File: src/rtl/sdhci_pkg.sv
// Shared SD host controller definitions: DAT-path FSM states and timeout
// encoding constants used by the data timeout controller and its timer.
package sdhci_pkg;

    typedef enum logic [2:0] {
        ST_IDLE,
        ST_WAIT_START,
        ST_RX_BLOCK,
        ST_TX_WAIT_BUF,
        ST_TX_BLOCK,
        ST_WAIT_BUSY,
        ST_GAP,
        ST_ERROR
    } dat_state_e;

    // 0xF is a reserved timeout code; it behaves like the largest legal one.
    localparam logic [3:0] TIMEOUT_BITS_MAX = 4'hE;

    // Threshold is 2^(bits + TIMEOUT_BASE_SHIFT) clock cycles.
    localparam int unsigned TIMEOUT_BASE_SHIFT = 13;

    function automatic logic [3:0] clamp_timeout_bits(input logic [3:0] bits);
        return (bits > TIMEOUT_BITS_MAX) ? TIMEOUT_BITS_MAX : bits;
    endfunction

endpackage

File: src/rtl/dat_timeout.sv
// Data timeout timer: counts cycles while running_i is high, clears whenever
// it is low, and flags timeout_o in the last cycle before the threshold so
// the controller enters ERROR exactly 2^(bits+13) cycles after the start.
module dat_timeout
    import sdhci_pkg::*;
#(
    parameter int unsigned COUNTER_WIDTH = 28
) (
    input  logic       clk_i,
    input  logic       rst_ni,
    input  logic       running_i,
    input  logic [3:0] timeout_bits_i,
    output logic       timeout_o
);

    logic [COUNTER_WIDTH-1:0] count;
    logic [COUNTER_WIDTH-1:0] last;
    logic [4:0]               shamt;

    // Shift needs 5 bits: clamped code 14 + 13 = 27.
    assign shamt = {1'b0, clamp_timeout_bits(timeout_bits_i)} + 5'(TIMEOUT_BASE_SHIFT);
    assign last  = (COUNTER_WIDTH'(1) << shamt) - COUNTER_WIDTH'(1);

    // >= keeps the flag sticky if the code shrinks while a wait is in progress.
    assign timeout_o = running_i && (count >= last);

    // Counter: cleared while idle, saturating at the terminal count.
    always_ff @(posedge clk_i or negedge rst_ni) begin
        if (!rst_ni) begin
            count <= '0;
        end else if (!running_i) begin
            count <= '0;
        end else if (count < last) begin
            count <= count + COUNTER_WIDTH'(1);
        end
    end

endmodule

File: src/rtl/dat_timeout_ctrl.sv
// DAT line transfer sequencer: tracks block progress for reads and writes,
// handles stop-at-block-gap, and raises a data timeout error when the card
// fails to send a start bit or release DAT0 busy in time.
module dat_timeout_ctrl
    import sdhci_pkg::*;
#(
    parameter int unsigned TIMEOUT_COUNTER_WIDTH = 28
) (
    input  logic        clk_i,
    input  logic        rst_ni,
    input  logic [3:0]  timeout_bits_i,
    input  logic        xfer_start_i,
    input  logic        dir_read_i,
    input  logic        multi_block_i,
    input  logic [15:0] block_count_i,
    input  logic        buffer_ready_i,
    input  logic        dat_start_bit_i,
    input  logic        block_done_i,
    input  logic        dat0_busy_i,
    input  logic        stop_at_gap_i,
    input  logic        continue_i,
    input  logic        abort_i,
    output logic        xfer_active_o,
    output logic        xfer_complete_o,
    output logic        block_gap_o,
    output logic        timeout_err_o
);

    dat_state_e  state;
    logic        read_q;
    logic [15:0] remaining;
    logic [15:0] rem_dec;
    logic        last_block;
    logic        running;
    logic        timeout;
    dat_state_e  resume_state;
    dat_state_e  eob_state;

    assign rem_dec      = remaining - 16'd1;
    assign last_block   = (rem_dec == 16'd0);
    assign resume_state = read_q ? ST_WAIT_START : ST_TX_WAIT_BUF;
    assign eob_state    = last_block    ? ST_IDLE :
                          stop_at_gap_i ? ST_GAP  : resume_state;

    // Timed waits: start bit (only while the host can accept data) and busy.
    // Every timed state is entered from an untimed one, so the counter has
    // always been cleared for at least one cycle on entry.
    assign running = ((state == ST_WAIT_START) && buffer_ready_i) ||
                     (state == ST_WAIT_BUSY);

    assign xfer_active_o = (state != ST_IDLE);

    dat_timeout #(
        .COUNTER_WIDTH (TIMEOUT_COUNTER_WIDTH)
    ) u_timeout (
        .clk_i          (clk_i),
        .rst_ni         (rst_ni),
        .running_i      (running),
        .timeout_bits_i (timeout_bits_i),
        .timeout_o      (timeout)
    );

    // Transfer FSM with registered one-cycle status pulses.
    always_ff @(posedge clk_i or negedge rst_ni) begin
        if (!rst_ni) begin
            state           <= ST_IDLE;
            read_q          <= 1'b0;
            remaining       <= '0;
            xfer_complete_o <= 1'b0;
            block_gap_o     <= 1'b0;
            timeout_err_o   <= 1'b0;
        end else begin
            xfer_complete_o <= 1'b0;
            block_gap_o     <= 1'b0;
            timeout_err_o   <= 1'b0;
            if (abort_i) begin
                state     <= ST_IDLE;
                remaining <= '0;
            end else begin
                case (state)
                    ST_IDLE: begin
                        if (xfer_start_i) begin
                            read_q <= dir_read_i;
                            if (multi_block_i && (block_count_i == 16'd0)) begin
                                // Nothing to move: report done without leaving IDLE.
                                remaining       <= '0;
                                xfer_complete_o <= 1'b1;
                            end else begin
                                remaining <= multi_block_i ? block_count_i : 16'd1;
                                state     <= dir_read_i ? ST_WAIT_START : ST_TX_WAIT_BUF;
                            end
                        end
                    end
                    ST_WAIT_START: begin
                        // A start bit arriving with the timeout still counts as progress.
                        if (dat_start_bit_i) begin
                            state <= ST_RX_BLOCK;
                        end else if (timeout) begin
                            state         <= ST_ERROR;
                            timeout_err_o <= 1'b1;
                        end
                    end
                    ST_RX_BLOCK: begin
                        if (block_done_i) begin
                            remaining       <= rem_dec;
                            state           <= eob_state;
                            xfer_complete_o <= last_block;
                            block_gap_o     <= !last_block && stop_at_gap_i;
                        end
                    end
                    ST_TX_WAIT_BUF: begin
                        if (buffer_ready_i) begin
                            state <= ST_TX_BLOCK;
                        end
                    end
                    ST_TX_BLOCK: begin
                        if (block_done_i) begin
                            state <= ST_WAIT_BUSY;
                        end
                    end
                    ST_WAIT_BUSY: begin
                        if (!dat0_busy_i) begin
                            remaining       <= rem_dec;
                            state           <= eob_state;
                            xfer_complete_o <= last_block;
                            block_gap_o     <= !last_block && stop_at_gap_i;
                        end else if (timeout) begin
                            state         <= ST_ERROR;
                            timeout_err_o <= 1'b1;
                        end
                    end
                    ST_GAP: begin
                        if (continue_i) begin
                            state <= resume_state;
                        end
                    end
                    ST_ERROR: begin
                        // Held until software aborts the DAT line.
                    end
                    default: begin
                        state <= ST_IDLE;
                    end
                endcase
            end
        end
    end

endmodule
File: config.mk
export PLATFORM = sky130hd
export DESIGN_NAME = dat_timeout_ctrl
export DESIGN_NICKNAME = d
export VERILOG_FILES = /design/src/rtl/sdhci_pkg.sv /design/src/rtl/dat_timeout.sv /design/src/rtl/dat_timeout_ctrl.sv
export SDC_FILE = /design/constraint.sdc
export NUM_CORES = 1
export LEC_CHECK = 0
export CORE_ASPECT_RATIO = 2
export CORE_UTILIZATION = 60
export CTS_CLUSTER_SIZE = 12
export DETAILED_ROUTE_END_ITERATION = 7
export PLACE_DENSITY = 0.83
export SLEW_MARGIN = 25
export SYNTH_ARGS = -nofsm -noshare
export SYNTH_HDL_FRONTEND = slang
export SYNTH_SLANG_ARGS = --single-unit
File: constraint.sdc
create_clock -name clk_i -period 7.7 [get_ports clk_i]
set_clock_uncertainty 0.15 [all_clocks]
set_input_delay 0.77 -clock clk_i [delete_from_list [all_inputs] [get_ports clk_i]]
set_output_delay 0.77 -clock clk_i [all_outputs]
set_load 0.005 [all_outputs]
==> impl.org, run 1 <==
** Clock network
- In this run, post-CTS repair resized a total of 0 instances.
- TritonCTS built the clock tree.
- CTS saw 51 sinks.
- Max clock buf depth :: 2
- After clock tree synthesis, the clock-pin slew on the worst setup and hold paths is 0.06 ns.
- Clock tree synthesis inserted a total of 5 buffers.
- Clock tree synthesis selected as its root buffer the cell sky130_fd_sc_hd__clkbuf_16.
- The H-tree was split into 2 levels.
- Clk_lat worst skew :: 0.29 ns
- Post-CTS timing repair inserted 0 buffers for setup.
- Hold repair after CTS inserted 0 buffers.

** Hold path
- Cells on Worst Hold Path :: 1
- The tightest min-delay check is of the flip-flop to flip-flop type.

** Yosys
- Yosys printed 0 warnings.
- After synthesis, the cell types taking the most area are sky130_fd_sc_hd__dfrtp_1, sky130_fd_sc_hd__ha_1, sky130_fd_sc_hd__xnor2_1, sky130_fd_sc_hd__a21oi_1, sky130_fd_sc_hd__nor2_1.
- Count of mapped cells out of synthesis :: 498
- Cell area after technology mapping :: 0.004044 sq mm
- Flops & latches, synth :: 51
- Distinct cells, synth :: 59
- Of all cell types, the one taking the most synthesized area is sky130_fd_sc_hd__dfrtp_1.
- Each instance of the synthesized netlist takes up on average 8.120 sq um.
- The most used flip-flop cell after synthesis is sky130_fd_sc_hd__dfrtp_1.
- Fraction of post-synthesis cell area in the top cell type by area :: 31.56%
- Share of synthesized registers carrying an async set or reset :: 100.0%
- Sequential cells were found to cover 31.56% of the synthesized design area.
- The synthesized design contains 0 enable-type register cells.
- Commonest cells post-synth :: sky130_fd_sc_hd__dfrtp_1, sky130_fd_sc_hd__nor2_1, sky130_fd_sc_hd__a21oi_1, sky130_fd_sc_hd__nand2_1, sky130_fd_sc_hd__ha_1

** Global routing
- Global routing used 34.89% of the available met1 tracks.
- Antenna violations before repair :: 0
- Aggregate global routing overflow :: 0
- Global routing consumed, on the met2 layer, 61.46% of the routing resources.
- Entering global routing, the biggest net connects 52 pins.
- In the global route stage, met3 resource usage came out at 4.505%.
- The via count of the first global-routing pass came to 4,040.
- In this run the most used layer during global routing was met2.
- The first global-routing pass estimated 18,350 um of wire.
- All-layer global routing usage :: 34.02%

** STA
- Final hold violation count :: 0
- Sum of negative setup slack :: 0 ns
- Setup violations remaining at the end of the flow were counted as 0.
- At the pin with the least slew margin, the transition time is 0.8107 ns.
- Unrepaired setup endpoints after global routing :: false
- Worst slew margin relative to its limit :: 45.45%
- Clock period minus worst slack :: 4.004 ns
- Final critical-path share of the clock period :: 52.00%
- For this run, the top clock speed supported by timing is 249.8 MHz.
- The count of final max-slew check failures is 0.

** Finish
- Sequential cell area :: 0.001276 sq mm
- Final std cell area, no fill :: 0.004599 sq mm
- 0 antenna diodes ended up in the layout.
- Final #Nets :: 589
- Proportion of layout cells with a drive suffix above 1 :: 5.153%
- Counting the fill cells in the layout gives 583.
- Relative to the synthesized area, the layout overhead comes to 13.74%.
- Multi-input combinational cell area :: 0.002649 sq mm

** Drt
- Once detail routing completed, the nets flagged for antenna violations numbered 0.
- Routed length per instance :: 17.74 um
- Routed via count divided by cell count :: 6.536
- Total iterations of the first detailed-routing run :: 5
- Routed Wire Length :: 10,860 um
- For this run, design rule violations remaining after detail routing come to 0.
- In this run, the number of DRC markers left after iteration 0 of detailed routing was 213.
- Across all layers, the routed design uses 4,000 vias.

** Worst setup path
- RR Startpoint :: remaining[0]$_DFFE_PN0P_
- In this run the worst path has a maximum fanout of 27.
- Terminus of the critical flop-to-flop path :: state[2]$_DFFE_PN0P_
- Delay contributed by the slowest stage of the critical path :: 0.62 ns
- STA classifies the critical path startpoint as a primary input.
- Setup slack, reg-to-reg :: 4.59 ns
- Critical path class :: primary input to flip-flop
- The most critical setup path has its endpoint at u_timeout.count[20]$_DFFE_PN0P_.
- Worst path required time :: 7.76 ns
- Measured in cells, the most critical reg-to-reg path has a length of 9.
- The critical path starts at timeout_bits_i[3].
- Traced cell by cell, the critical path runs through clkdlybuf4s50_1, nor3_1, ha_1, a21oi_1, o21ai_0, a22oi_1, o211ai_1, buf_4, or2_1, or4_1, a21oi_1.
- Among all stages on the critical path, the largest delay is contributed by sky130_fd_sc_hd__clkdlybuf4s50_1.
- Data on the critical path arrives at its endpoint at 4.07 ns.
- Among the stages of the critical path, the cell type that occurs most often is sky130_fd_sc_hd__a21oi_1.
- The worst setup path is captured at a flip-flop.

** Floorplan
- Initial cell density of the core :: 61.56%
- Standard-cell rows :: 42
- Die area :: 0.007092 sq mm
- From bottom edge to top edge, the die measures 118.1 um.
- I/O Pins :: 36
- The floorplan step defined a core boundary enclosing 0.006569 sq mm.
- From left edge to right edge, the die measures 60.05 um.

** Placed design
- The congestion estimate from routability-driven global placement came to 0.9240.
- Detail Placement HPWL :: 8054 um
- Number of input and output port buffers inserted :: 35
- Once placement finished, the instance area stood at 0.004468 sq mm.

** Power and ir drop
- Combinational share of power :: 44.6%
- In this run the power density over the cells is 228.5 mW/mm^2.
- Leakage :: 0.001876 uW
- Of the total power, the share spent switching nets is 42.81%.
- The internal portion of the total power is 601.0 uW.
- The design draws 1051 uW.
- Of the total power, registers draw 35.1%.
- Clock power frac :: 20.3%
- VDD sags by at most 241.9 uV.
- Summed over all nets, the switching power comes to 449.9 uW.

** Status
- The run finished with clean final reports.

** Flow run
- Max-cap violations in this run came to 0.
## power groups by stage
stage / logic (uW) / clock network, uW / registers, uW
after global routing: 515 / 226 / 373
final: 468 / 213 / 369
after floorplan: 368 / 0 / 334
after global placement: 443 / 0 / 367
after detailed placement: 454 / 0 / 371
after CTS: 460 / 213 / 366
## final cells by class
cell class,instances,share of cell area (%)
inverters,18,1.469
flip-flops and latches,51,27.75
repair buffers,38,7.998
well taps,88,2.394
multi-input cells,411,57.59
clock buffers,6,2.802
## layout by cell type (no fill, tap or decap), types with 14 or more instances in the layout
master,count
sky130_fd_sc_hd__dfrtp_1,51
sky130_fd_sc_hd__nor2_1,50
sky130_fd_sc_hd__a21oi_1,42
sky130_fd_sc_hd__nand2_1,39
sky130_fd_sc_hd__clkdlybuf4s50_1,34
sky130_fd_sc_hd__ha_1,32
sky130_fd_sc_hd__xnor2_1,29
sky130_fd_sc_hd__o21ai_0,28
sky130_fd_sc_hd__nor3_1,28
sky130_fd_sc_hd__nand3_1,23
sky130_fd_sc_hd__inv_1,18
sky130_fd_sc_hd__nand4_1,15
sky130_fd_sc_hd__nor4_1,14
## critical path: cells and delay by family
family                     cells  cell delay, ns
adders and majority gates      1            0.37
and+or+nand+nor                3            1.41
AOI/OAI and AO/OA              5            0.65
buffers and inverters          2            0.86
## sequential cells by signal, summed over array words and instances (netlist names)
| register | cells |
|---|---|
| xfer_complete_o | 1 |
| timeout_err_o | 1 |
| block_gap_o | 1 |
| u_timeout.count | 28 |
| state | 3 |
| remaining | 16 |
| read_q | 1 |
## worst min-delay path by stage
stage,start,end,slack (ns)
3_5_place_dp,remaining[15]$_DFFE_PN0P_,remaining[15]$_DFFE_PN0P_,0.38
2_1_floorplan,rst_ni,block_gap_o$_DFF_PN0_,0.32
5_1_grt,remaining[11]$_DFFE_PN0P_,remaining[11]$_DFFE_PN0P_,0.41
4_1_cts,remaining[11]$_DFFE_PN0P_,remaining[11]$_DFFE_PN0P_,0.40
3_3_place_gp,remaining[15]$_DFFE_PN0P_,remaining[15]$_DFFE_PN0P_,0.37
6_report,remaining[15]$_DFFE_PN0P_,remaining[15]$_DFFE_PN0P_,0.40
## per-stage QoR
step / instances / utilization [%] / hold slack [ns] / worst slack, ns
5_1_grt: 612 / 70.02 / 0.4105 / 3.373
6_report: 612 / 70.02 / 0.3961 / 3.696
4_1_cts: 612 / 69.98 / 0.3976 / 3.741
3_3_place_gp: 606 / 67.77 / 0.3656 / 3.309
3_5_place_dp: 606 / 68.02 / 0.3774 / 3.460
2_1_floorplan: 505 / - / 0.3244 / 4.438
## per-layer routing
metal | part of all wire (%) | vias up
met3 | 3.6 | 61
met5 | 0 | -
met1 | 35 | 1914
met4 | 6.4 | 0
met2 | 55 | 155
li1 | - | 1870
## kinds of logic (layout without fill, tap and decap cells)
logic type	after synthesis	after routing	share of synthesized area, %
AOI/OAI and AO/OA	114	114	17.05
xor gates and xnor gates	30	30	6.497
adders and majority gates	32	32	9.901
buffers and inverters	43	62	4.301
DFF	51	51	31.56
muxes	3	3	0.8044
other	2	9	0.1857
and+or+nand+nor	223	223	29.70
Power figures use the tool's default switching activity.
==> run 2, diff against run 1 <==
--- a/config.mk
+++ b/config.mk
@@ -6,10 +6,10 @@
 export NUM_CORES = 1
 export LEC_CHECK = 0
 export CORE_ASPECT_RATIO = 2
-export CORE_UTILIZATION = 60
+export CORE_UTILIZATION = 59
 export CTS_CLUSTER_SIZE = 12
 export DETAILED_ROUTE_END_ITERATION = 7
-export PLACE_DENSITY = 0.83
+export PLACE_DENSITY = 0.81
 export SLEW_MARGIN = 25
 export SYNTH_ARGS = -nofsm -noshare
 export SYNTH_HDL_FRONTEND = slang
==> constraint.sdc (replaced) <==
create_clock -name clk_i -period 4.2 [get_ports clk_i]
set_clock_uncertainty 0.15 [all_clocks]
set_input_delay 0.42 -clock clk_i [delete_from_list [all_inputs] [get_ports clk_i]]
set_output_delay 0.42 -clock clk_i [all_outputs]
set_load 0.005 [all_outputs]
==> run 2 against run 1 <==
Compared with the run above: critical path depth up 1; first-iteration DRC count rose by 8.9%; sequential cell count is the same; critical path type unchanged; critical endpoint is now u_timeout.count[11]$_DFFE_PN0P_; combinational power up 82%; clock power increased by 88%; largest power group unchanged.
==> impl.org, run 2 (synthesis results as in run 1) <==
** Global routing
- The via count of the first global-routing pass came to 3,790.
- Antenna violations before repair :: 0
- Maximum number of pins on one net before global-route repair :: 52
- Global routing used 31.25% of the available tracks across all layers.
- The first global-routing pass estimated 16,910 um of wire.
- For this run the aggregate overflow at the end of global routing stands at 0.

** STA
- Final max-slew violation count :: 0
- Subtracting the final worst setup slack from the clock period gives 3.478 ns.
- Final hold analysis gives a worst-case slack of 0.08925 ns.
- Post-layout worst setup margin :: 0.7222 ns
- Final hold violation count :: 0
- Measured slew at the worst slew-check pin :: 0.7461 ns
- Number of setup violations in the final report :: 0
- Setup repair after global routing left no endpoint under its margin.
- The worst pin sits at a relative slew slack of 50.11%.
- Upper clock frequency limit :: 287.5 MHz
- Sum of negative setup slack :: 0 ns
- In the finished design, the share of the clock period the worst path needs comes to 82.81%.

** Drt
- After detailed routing, the number of remaining DRC violations is 0.
- The detail route stage leaves a number of antenna-violating nets equal to 0.
- Routed via count divided by cell count :: 6.401
- Total number of vias :: 3,956
- First-iteration detailed-routing DRC count :: 232
- Total iterations of the first detailed-routing run :: 5
- Routed Wire Length :: 10,560 um
- Routed length per instance :: 17.08 um

** Finish
- Area Growth Syn to Fin :: 14.51%
- Final std cell area, no fill :: 0.004631 sq mm
- The largest registers in the layout are u_timeout.count (28), remaining (16), state (3).
- The register with the most flip-flops in the layout has 28 of them.
- The sequential cells in the finished layout cover a total of 0.001276 sq mm.
- Top register by number of flip-flops :: u_timeout.count
- For this run, the number of standard cells in the final layout without fillers is 618.
- Proportion of layout cells with a drive suffix above 1 :: 6.038%
- Commonest non-fill, non-tap cells in the layout :: sky130_fd_sc_hd__nor2_1, sky130_fd_sc_hd__dfrtp_1, sky130_fd_sc_hd__a21oi_1, sky130_fd_sc_hd__nand2_1, sky130_fd_sc_hd__clkdlybuf4s50_1
- Multi-input combinational cell area :: 0.002638 sq mm
- Fillers :: 577
- Final #Nets :: 593
- Antenna diode count :: 0

** Floorplan
- Die boundary width :: 60.54 um
- The floorplan step set the die height to 119.1 um.
- Die area :: 0.007209 sq mm
- Placeable core area :: 0.006621 sq mm
- In this run the count of I/O pins placed on the die edge is 36.
- For this configuration, the core starts out at a cell density of 61.07%.
- After floorplanning, the core was divided into 42 placement rows.

** Placed design
- Number of input and output port buffers inserted :: 35
- Instance count after placement with tap cells included :: 610
- GP Congestion :: 0.8995
- The placed instances occupy a cell area of 0.004489 sq mm.
- Worst Setup Slack post-DPL :: 0.4861 ns
- Detailed placement ended at an HPWL of 7905 um.

** Worst setup path
- CP startpoint kind :: primary input
- STA puts the critical path data required time at 4.19 ns.
- In this run the critical register-to-register path is launched from remaining[0]$_DFFE_PN0P_.
- In this run the register-to-register setup slack is 1.06 ns.
- Depth of the worst register-to-register path :: 9
- Critical path endpoint category :: flip-flop
- The worst register-to-register path ends at state[2]$_DFFE_PN0P_.
- The worst setup path is of the primary input to flip-flop kind.
- CP Data Arrival Time :: 3.47 ns
- In this run the worst path has a maximum fanout of 16.

** Clock network
- Hold_buf cts :: 0
- Number of CTS-inserted buffers :: 5
- The H-tree generated during clock tree synthesis spans 2 levels.
- Counting every sink on the clock net gives 51.
- The clock passes through at most 2 buffers.
- Buffer cell driving the clock tree root :: sky130_fd_sc_hd__clkbuf_16
- Post-CTS repair changed the size of 0 cells.
- TritonCTS built the clock tree.
- Clock-pin slew was measured on the worst setup and hold paths at 0.07 ns.
- Clk_lat worst skew :: 0.30 ns
- Buffer count from post-CTS setup fixing :: 0

** Power and ir drop
- For this design the ratio of total power to cell area is 416.7 mW/mm^2.
- For this design the static power due to leakage is 0.001902 uW.
- Largest voltage drop on the vdd net :: 352.6 uV

** Hold path
- Path category of the worst min-delay check :: primary input to asynchronous set/reset pin

** Flow run
- Max-cap violations in this run came to 0.

** Status
- The flow ran to the end, and the final reports show no timing, DRC or antenna violations.
[run 2: changes by cell type in the layout (fill, tap and decap cells not counted)]
| cell | change |
|---|---|
| sky130_fd_sc_hd__a31oi_4 | -1 |
| sky130_fd_sc_hd__buf_4 | +4 |
| sky130_fd_sc_hd__nor2_1 | +1 |
| sky130_fd_sc_hd__a31oi_2 | +1 |
| sky130_fd_sc_hd__clkinvlp_4 | +1 |
| sky130_fd_sc_hd__nor2_2 | -1 |
| sky130_fd_sc_hd__clkinv_2 | +1 |
[run 2: worst max-delay path, cell delays in order]
cell and delay [ns]:
sky130_fd_sc_hd__clkdlybuf4s50_1 0.51, sky130_fd_sc_hd__or2_2 0.38, sky130_fd_sc_hd__o21ai_0 0.21, sky130_fd_sc_hd__ha_1 0.29, sky130_fd_sc_hd__a21oi_1 0.13, sky130_fd_sc_hd__nor2_1 0.06, sky130_fd_sc_hd__a211oi_1 0.33, sky130_fd_sc_hd__o211ai_1 0.21
sky130_fd_sc_hd__buf_4 0.24, sky130_fd_sc_hd__nor4_1 0.45, sky130_fd_sc_hd__xnor2_1 0.17, sky130_fd_sc_hd__nor2_1 0.06
[run 2: cell type report]
cell class / instances / share of cell area [%]
clock buffer: 6 / 2.783
clock inverter: 2 / 0.2702
inverter: 18 / 1.459
multi-input combinational: 411 / 56.96
sequential: 51 / 27.56
tap: 88 / 2.378
timing repair buffer: 42 / 8.592
[run 2: worst max path at each step]
stage | cells after the start | from | slack (ns) | to
2_1_floorplan | 11 | timeout_bits_i[1] | 1.29 | u_timeout.count[20]$_DFFE_PN0P_
3_3_place_gp | 13 | timeout_bits_i[2] | 0.62 | u_timeout.count[20]$_DFFE_PN0P_
3_5_place_dp | 11 | timeout_bits_i[1] | 0.49 | u_timeout.count[20]$_DFFE_PN0P_
4_1_cts | 11 | timeout_bits_i[1] | 0.77 | u_timeout.count[20]$_DFFE_PN0P_
5_1_grt | 14 | timeout_bits_i[1] | 0.56 | u_timeout.count[23]$_DFFE_PN0P_
6_report | 12 | timeout_bits_i[1] | 0.72 | u_timeout.count[11]$_DFFE_PN0P_
[run 2: layer usage]
metal  global-route usage [%]  up-vias  share of wire, %
met2                    55.77      159                55
li1                         -     1881                 -
met1                    30.63     1862                35
met4                    22.30        0               6.7
met3                    4.343       54               3.7
met5                        0        -                 0
[run 2: report_power, final]
| group | total [uW] | internal [uW] | switching, uW |
|---|---|---|---|
| combinational | 854 | 340 | 514 |
| sequential | 674 | 550 | 124 |
| clock | 401 | 220 | 181 |
[run 2: through the flow]
step | power (uW) | util (%)
floorplan | 1287 | -
global placement | 1488 | 67.69
detailed placement | 1513 | 67.80
CTS | 1924 | 69.94
global route | 2055 | 69.94
finish | 1929 | 69.94
==> run 3, diff against run 2 <==
--- a/config.mk
+++ b/config.mk
@@ -6,10 +6,10 @@
 export NUM_CORES = 1
 export LEC_CHECK = 0
 export CORE_ASPECT_RATIO = 2
-export CORE_UTILIZATION = 59
+export CORE_UTILIZATION = 53
 export CTS_CLUSTER_SIZE = 12
 export DETAILED_ROUTE_END_ITERATION = 7
-export PLACE_DENSITY = 0.81
+export PLACE_DENSITY = 0.77
 export SLEW_MARGIN = 25
 export SYNTH_ARGS = -nofsm -noshare
 export SYNTH_HDL_FRONTEND = slang
==> constraint.sdc (replaced) <==
create_clock -name clk_i -period 2.99 [get_ports clk_i]
set_clock_uncertainty 0.15 [all_clocks]
set_input_delay 0.299 -clock clk_i [delete_from_list [all_inputs] [get_ports clk_i]]
set_output_delay 0.299 -clock clk_i [all_outputs]
set_load 0.005 [all_outputs]
==> run 3 against run 2 <==
Compared with the run above: combinational power grew 59%; sequential share of layout area down 1.8 points; die area rose by 11%; critical path depth is 1 lower; via count rose by 4.5%; largest cell class unchanged.
==> impl.org, run 3 (synthesis results as in run 1) <==
** Finish
- The library cell used most frequently in the layout, excluding fill and tap cells, is sky130_fd_sc_hd__dfrtp_1.
- The finished layout holds 650 standard cells, fillers aside.
- Flip-flop count of the largest register, all copies and words added :: 28
- The largest registers in the layout are u_timeout.count (28), remaining (16), state (3).
- Sequential cell area :: 0.001276 sq mm
- Final #Nets :: 621
- The register with the most flip-flops in the final layout is u_timeout.count.
- For this run, the share of the core covered by cells in the final layout is 67.53%.
- Summing all multi-input logic gate instances after layout gives 0.002714 sq mm.
- Antenna diode count :: 0
- The library cells used most frequently in the layout, excluding fill and tap cells, are sky130_fd_sc_hd__dfrtp_1, sky130_fd_sc_hd__nor2_1, sky130_fd_sc_hd__a21oi_1, sky130_fd_sc_hd__nand2_1, sky130_fd_sc_hd__ha_1.
- Of the cells placed in the final design, the portion with a size suffix greater than 1 is 13.44%.
- Compared with the post-synthesis result, the final layout area differs by 22.28%.
- Fillers :: 641

** Clock network
- CTS built an H-tree with a depth of 2.
- Buffer cell driving the clock tree root :: sky130_fd_sc_hd__clkbuf_16
- TritonCTS built the clock tree.
- The tree built by TritonCTS fans out to 51 sinks.
- After clock tree synthesis, the clock-pin slew on the worst setup and hold paths is 0.07 ns.
- The clock passes through at most 2 buffers.
- Number of CTS-inserted buffers :: 5
- Clock latency on the worst-skew pair, taken at its later pin, is 0.30 ns.

** Worst setup path
- Of all nets on the critical path, the largest fanout is 5.
- Counting cells, the worst reg-to-reg path comes to 9.
- Critical path class :: primary input to flip-flop
- Data on the critical path is required at its endpoint by 3.07 ns.
- The worst setup path is launched from a primary input.
- The worst register-to-register path has a setup slack of 0.17 ns.
- STA classifies the critical path endpoint as a flip-flop.
- Data arrives at the worst endpoint at 2.99 ns.

** Global routing
- Across every metal layer, demand over resource in global routing totals 32.43%.
- Maximum number of pins on one net before global-route repair :: 36
- Aggregate global routing overflow :: 0
- Antenna violations before repair :: 0
- The first global-routing pass estimated 20,130 um of wire.
- The via count of the first global-routing pass came to 4,358.

** Drt
- Routed via count divided by cell count :: 6.360
- First-iteration detailed-routing DRC count :: 251
- The first detailed-routing pass took 4 iterations.
- The detail route stage leaves a number of antenna-violating nets equal to 0.
- In the routed design, unresolved DRC markers number 0.
- Dividing the detail-routed wire length by the instance count gives 18.40 um.
- Routed Wire Length :: 11,960 um
- Total number of vias :: 4,134

** Placed design
- During placement, the flow inserted port buffers numbering 35.
- The number of placed instances, taps included, is 637.
- The HPWL after detailed placement is 8966 um.
- GP Congestion :: 0.9478

** Floorplan
- In this run the standard cell core region covers 0.007322 sq mm.
- Die area :: 0.008004 sq mm
- Die boundary width :: 63.77 um
- I/O Pins :: 36
- Standard-cell rows :: 44
- Die boundary height :: 125.5 um
- The initial utilization of the core area, before any placement, comes to 55.23%.

** STA
- Final hold violation count :: 0
- For the pin with the worst max-slew slack, the measured transition is 0.8198 ns.
- The worst path in the final design needs a cycle of 2.912 ns, including I/O delays and setup.
- Number of setup violations in the final report :: 0
- Based on the critical path, the design can be clocked at up to 343.4 MHz.
- After layout, the worst path uses 97.39% of the clock period.
- In this run the tightest slew margin relative to its limit is 45.34%.
- The count of final max-slew check failures is 0.

** Flow run
- Across the run, the number of max-cap violations was 0.

** Hold path
- The tightest min-delay check is of the flip-flop to flip-flop type.
- The worst hold path passes through 2 cells.

** Status
- Result of the run :: finished clean

** Power and ir drop
- Leakage :: 0.002071 uW
- IR analysis of the VDD net gives a maximum drop of 563.6 uV.
- Total power :: 2857 uW
- Cell Pwr Density :: 577.7 mW/mm^2
run 3: cell count changes in the layout (fill, tap and decap cells not counted), moves of 3 or more:
cell / change
sky130_fd_sc_hd__nor4_1: -3
sky130_fd_sc_hd__clkdlybuf4s50_1: -4
sky130_fd_sc_hd__nor4_2: +3
sky130_fd_sc_hd__buf_4: +22
sky130_fd_sc_hd__o21ai_0: -3
run 3: metal layers:
layer	global-route usage [%]	share of wire, %
met4	24.87	7.2
met1	31.00	34
met2	60.51	56
met5	0	0
met3	3.376	3.0
run 3: layout make-up:
type                    count  share of cell area (%)
multi-input cells         411                   54.88
flip-flops and latches     51                   25.81
repair buffers             70                   12.75
clock buffers               6                   2.606
well taps                  92                   2.328
inverters                  18                   1.366
clock inverters             2                  0.2530
run 3: worst paths after layout:
path,startpoint,endpoint
setup / recovery,timeout_bits_i[1],u_timeout.count[20]$_DFFE_PN0P_
hold / removal,remaining[12]$_DFFE_PN0P_,remaining[12]$_DFFE_PN0P_
setup reg to reg,remaining[0]$_DFFE_PN0P_,state[2]$_DFFE_PN0P_
hold reg to reg,remaining[12]$_DFFE_PN0P_,remaining[12]$_DFFE_PN0P_
max in group asynchronous,rst_ni,u_timeout.count[6]$_DFFE_PN0P_
min in group asynchronous,rst_ni,u_timeout.count[17]$_DFFE_PN0P_
run 3: metrics by stage:
stage               cell area, sq um  hold WS (ns)  setup slack, ns   TNS, ns
CTS                             4863        0.3865         -0.02676  -0.04567
floorplan                       4070       -0.1466           0.1985         0
finish                          4945        0.3922          0.07809         0
global route                    4945        0.4219         -0.05186  -0.05186
global placement                4672        0.2743          -0.4620    -10.28
detailed placement              4672        0.2906          -0.5539    -12.85
run 3: critical path, stage by stage:
cell and delay, ns:
sky130_fd_sc_hd__dlygate4sd2_1 0.28, sky130_fd_sc_hd__or3_1 0.40, sky130_fd_sc_hd__a21oi_1 0.16, sky130_fd_sc_hd__ha_1 0.26, sky130_fd_sc_hd__nand2_1 0.07, sky130_fd_sc_hd__o21ai_0 0.11
sky130_fd_sc_hd__a22oi_2 0.18, sky130_fd_sc_hd__o211ai_1 0.20, sky130_fd_sc_hd__or2_4 0.32, sky130_fd_sc_hd__or4_4 0.53, sky130_fd_sc_hd__a21oi_2 0.17
run 3: power by group:
part | internal [uW] | switching [uW]
combinational | 573 | 789
clock | 310 | 270
sequential | 773 | 142
total | 1660 | 1200
run 3: repair_timing:
| item | CTS | global route |
|---|---|---|
| resized for setup | 11 | 15 |
| hold buffers | 1 | 0 |
| cloned | 1 | 1 |
| endpoints found under the hold margin | 33 | 0 |
| setup buffers | 1 | 1 |
| endpoints found under the setup margin | 31 | 31 |
| pin swaps | 4 | 6 |
